==> src/rtl/mm_result_collector.sv <==
// Receive end of the systolic GF(2^M) multiplier: deserialise po/ctro frames into a result FIFO.
// Optional feature: define MM_COLLECT_PARITY_EN to add res_par (stored parity of the head word).
module mm_result_collector #(
    parameter int M     = 32,
    parameter int DEPTH = 4
) (
    input  logic                   clk,
    input  logic                   rst,
    input  logic                   po,
    input  logic                   ctro,
    input  logic                   clr,
    output logic [M:1]             res_data,
    output logic                   res_valid,
    input  logic                   res_ready,
    output logic [$clog2(DEPTH):0] level,
    output logic                   ovf,
    output logic                   frame_err
`ifdef MM_COLLECT_PARITY_EN
    ,
    output logic                   res_par
`endif
);

    localparam int AW = $clog2(DEPTH);
    localparam int CW = $clog2(M);
`ifdef MM_COLLECT_PARITY_EN
    localparam int W  = M + 1;
`else
    localparam int W  = M;
`endif

    typedef enum logic {
        IDLE,
        SHIFT
    } state_t;

    state_t         state_q, state_d;
    logic [M-1:1]   shift_q;
    logic [CW-1:0]  cnt_q;
    logic           load, adv, word_done, ferr_set;

    logic [W-1:0]   mem [DEPTH];
    logic [AW:0]    wr_cnt, rd_cnt;
    logic [M-1:0]   word;
    logic [W-1:0]   entry, head;
    logic           pop, full, wr_en, ovf_set;

    // Framing FSM: a ctro while a frame is open (including its last bit) aborts that frame.
    always_comb begin
        state_d   = state_q;
        load      = 1'b0;
        adv       = 1'b0;
        word_done = 1'b0;
        ferr_set  = 1'b0;
        case (state_q)
            IDLE: begin
                if (ctro) begin
                    load    = 1'b1;
                    state_d = SHIFT;
                end
            end
            SHIFT: begin
                if (ctro) begin
                    load     = 1'b1;
                    ferr_set = 1'b1;
                end else if (cnt_q == CW'(M - 1)) begin
                    word_done = 1'b1;
                    state_d   = IDLE;
                end else begin
                    adv = 1'b1;
                end
            end
            default: state_d = IDLE;
        endcase
    end

    always_ff @(posedge clk or negedge rst) begin
        if (!rst) begin
            state_q <= IDLE;
            shift_q <= '0;
            cnt_q   <= '0;
        end else begin
            state_q <= state_d;
            if (load || adv)
                shift_q <= {shift_q[M-2:1], po};
            if (load)
                cnt_q <= CW'(1);
            else if (adv)
                cnt_q <= cnt_q + CW'(1);
            else if (word_done)
                cnt_q <= '0;
        end
    end

    // The final bit goes straight into the FIFO entry, not through the shift register.
    assign word = {shift_q, po};
`ifdef MM_COLLECT_PARITY_EN
    assign entry = {^word, word};
`else
    assign entry = word;
`endif

    assign level     = wr_cnt - rd_cnt;
    assign res_valid = (level != '0);
    assign full      = (level == (AW+1)'(DEPTH));
    assign pop       = res_valid & res_ready;
    // When full, a simultaneous pop frees the slot the write lands in.
    assign wr_en     = word_done & (~full | pop);
    assign ovf_set   = word_done & full & ~pop;

    always_ff @(posedge clk or negedge rst) begin
        if (!rst) begin
            wr_cnt <= '0;
            rd_cnt <= '0;
            for (int i = 0; i < DEPTH; i++)
                mem[i] <= '0;
        end else begin
            if (wr_en) begin
                mem[wr_cnt[AW-1:0]] <= entry;
                wr_cnt              <= wr_cnt + 1'b1;
            end
            if (pop)
                rd_cnt <= rd_cnt + 1'b1;
        end
    end

    // Sticky flags: a new error on the clearing edge keeps the flag set.
    always_ff @(posedge clk or negedge rst) begin
        if (!rst) begin
            ovf       <= 1'b0;
            frame_err <= 1'b0;
        end else begin
            ovf       <= (ovf & ~clr) | ovf_set;
            frame_err <= (frame_err & ~clr) | ferr_set;
        end
    end

    assign head     = mem[rd_cnt[AW-1:0]];
    assign res_data = head[M-1:0];
`ifdef MM_COLLECT_PARITY_EN
    assign res_par  = head[M];
`endif

endmodule
==> config.mk <==
export PLATFORM = sky130hd
export DESIGN_NAME = mm_result_collector
export DESIGN_NICKNAME = d
export VERILOG_FILES = /design/src/rtl/mm_result_collector.sv
export SDC_FILE = /design/constraint.sdc
export NUM_CORES = 1
export LEC_CHECK = 0
export CELL_PAD_IN_SITES_DETAIL_PLACEMENT = 1
export CELL_PAD_IN_SITES_GLOBAL_PLACEMENT = 1
export CORE_UTILIZATION = 51
export CTS_BUF_LIST = sky130_fd_sc_hd__clkbuf_16
export DETAILED_ROUTE_END_ITERATION = 12
export PLACE_DENSITY_LB_ADDON = 0.1
export SLEW_MARGIN = 20
export SYNTH_ARGS = -nofsm -noshare
export SYNTH_HDL_FRONTEND = slang
export SYNTH_SLANG_ARGS = --single-unit
==> constraint.sdc <==
create_clock -name clk -period 3.2 [get_ports clk]
set_input_delay 0.64 -clock clk [delete_from_list [all_inputs] [get_ports clk]]
set_output_delay 0.64 -clock clk [all_outputs]
set_load 0.01 [all_outputs]
==> results by group <==
Timing
  – Final setup vio count: 0
  – Rel. slew slack: 50.1%
  – Slew Viols, Final: 0
  – Fmax: 320 MHz
  – Setup skew after layout: 0.00859 ns
  – Final worst path period need: 3.13 ns
  – RSZ-0062 raised after global routing: no
  – Final worst slack: 0.0718 ns
  – Fin Setup TNS: 0 ns
  – Final Cycle Share: a little over nine tenths
  – Worst Tran Pin Value: 0.746 ns
  – Hold Fails Final Rpt: 0

Floorplanning
  – Die area: 0.0156 mm²
  – Site row count: 44
  – CORE AREA: about 0.015 mm²
  – Boundary Pins: 44
  – Die width: 125 µm
  – Initial cell density of the core: 52.7%
  – Chip Height: between 100 and 150 µm

CTS
  – Clock transition at the registers of the reported paths: about 0.070 ns
  – CTS sink cnt: roughly 170
  – TritonCTS buffer count: 17
  – Worst-Skew Late Latency: approximately 0.43 ns
  – CTS tree: done
  – H-tree depth: 4
  – Clk root buf: clkbuf_16
  – Largest buffer count on any clock path: 2

Logic synthesis
  – Synthesis Warnings: 0
  – Number of synthesized register bits: 173
  – Mean post-synth cell area: 16.8 µm²
  – Syn Nets: 475
  – Post-synth EDFFs: 0
  – Async S/R FF share, synth: between 90% and 100%
  – Top FF cell, synth: dfrtp_1
  – Area of the mapped netlist: ~0.0077 mm²
  – Cells after synthesis: around 460
  – Yosys cell types: 34
  – Register area share after synthesis: 56.1%

Cells and area
  – N_diodes: 0
  – Util after Layout: 61.1%
  – Fraction of layout cells with a size suffix above 1: 42.0%
  – Commonest non-fill, non-tap cells in the layout: 171 x dfrtp_1, 102 x mux2_2, 42 x clkdlybuf4s50_1, 32 x mux4_2, 30 x mux2_1
  – Commonest non-fill, non-tap cell in the layout: dfrtp_1
  – Finished Layout Cells: between 700 and 800
  – Area growth from synthesis to final layout: 15.9%
  – Layout net count: 527

Detailed routing
  – Routed WL per cell: roughly 22 µm
  – Via density: 5.68
  – Antenna Nets Post-Route: 0
  – DRC: 6
  – Post-Route WL: 15400 µm
  – Detailed Route Iter0 Violations: around 190
  – DR vias: 4018
  – TritonRoute pass-1 iters: 8

Critical path
  – Worst EP required: about 2.6 ns
  – Worst setup SP type: flip-flop
  – Crit path from: wr_cnt[0]
  – Critical register-to-register path startpoint: wr_cnt[0]
  – CP arrival: 2.49 ns
  – CP Class: reg2out
  – Worst setup EP type: primary output
  – CP Max Fanout: 4

Placement
  – I/O Buffers: 43
  – Final Wtd Congestion: about 0.74
  – Placed insts: around 670
  – Pre-CTS setup slack: 0.224 ns
  – Post-DP HPWL: 9140 µm

Global route
  – Total grt overflow: 0
  – Gr usage total: 22.2%
  – Vias in the first global route: ~4700
  – First-pass GRT wire length: 26100 µm
  – Pin count of the biggest net entering global routing: 62
  – Initial antenna violation count: 0

Power and ir drop
  – Leakage: around 0.0043 µW
  – Max VDD drop: 0.423 mV
  – Total power: 5200 µW
  – PwrDens: a little under 600 mW/mm²

Flow run
  – Max Cap Viol: 0

Outcome
  – Outcome: complete, but fails checks
  – Violated checks: design-rule violations

Worst hold path
  – Hold Path Class: in2async
[power by group]
part / internal (µW) / leakage [µW] / switching, µW / total, µW
registers: 2230 / 0.00232 / 56.7 / 2290
clock network: 1090 / 0.000272 / 928 / 2020
logic: 385 / 0.00174 / 501 / 886
total: 3710 / 0.00433 / 1490 / 5200
[synth_stat cells (4+ instances only)]
library cell  count  area, µm²
buf_2             6       30.0
o21ai_0           4       20.0
o21ai_4           4       65.1
xnor2_1           4       35.0
mux2_1           30        338
mux2_4           29        435
ha_1              9        113
clkbuf_1          8       30.0
nand2_1           9       33.8
buf_6             9        101
and4b_1           4       40.0
mux2_2          102       1150
mux4_2           32        721
inv_1            10       37.5
dfrtp_1         173       4330
[worst paths after layout]
| kind | to | slack, ns | cells past startpoint |
|---|---|---|---|
| min | cnt_q[3] | 0.19 | 1 |
| max | level[2] | 0.07 | 6 |
| max in group asynchronous | mem[10] | 2.24 | 2 |
| max reg2reg | mem[100] | 0.24 | 8 |
| min reg2reg | mem[110] | 0.49 | 1 |
| min in group clk | mem[110] | 0.49 | 1 |
[critical path, stage by stage (launching register included)]
cell             delay, ns
dfrtp_2               0.40
inv_1                 0.09
ha_1                  0.22
fa_1                  0.41
xnor3_2               0.28
inv_1                 0.11
clkdlybuf4s50_1       0.54
[cell families (layout without fill, tap and decap cells)]
logic type | count (synthesis) | in the layout | share of synthesized area (%)
AOI/OAI and AO/OA | 17 | 17 | 1.90
xor gates and xnor gates | 5 | 5 | 0.762
adders and majority gates | 10 | 10 | 1.72
buffers and inverters | 36 | 101 | 3.36
DFF | 173 | 173 | 56.1
muxes | 193 | 193 | 34.2
and+or+nand+nor | 25 | 25 | 1.91
[layout make-up]
| type | count | area (µm²) |
|---|---|---|
| fill | 1306 | 5700 |
| sequential | 173 | 4330 |
| multi-input combinational | 250 | 3140 |
| timing repair buffer | 59 | 631 |
| clock buffer | 17 | 425 |
| tap | 184 | 230 |
| clock inverter | 15 | 154 |
| inverter | 10 | 37.5 |
[stage by stage]
| step | hold WS (ns) | area (µm²) |
|---|---|---|
| after detailed placement | 0.476 | 8350 |
| after global placement | 0.468 | 8350 |
| final | 0.193 | 8940 |
| after floorplan | 0.344 | 7720 |
| after CTS | 0.197 | 8940 |
| after global routing | 0.225 | 8940 |
[flip-flops by register name, summed over array words and instances (netlist names)]
name / flops
rd_cnt: 3
frame_err: 1
mem: 128
wr_cnt: 3
cnt_q: 5
ovf: 1
state_q: 1
shift_q: 31
[repair_timing]
| action | CTS | global route |
|---|---|---|
| resized for setup | 1 | 1 |
| endpoints found under the hold margin | 0 | 0 |
| buffers inserted | 2 | 0 |
| gates cloned | 0 | 0 |
| hold buffers | 0 | 0 |
| endpoints found under the setup margin | 19 | 2 |
[metal layers]
metal,track usage [%],routed length [µm]
met4,6.89,192
met3,4.71,383
met2,36.5,7770
met1,29.8,7090
met5,0,0
(Power assumes the default switching activity.)
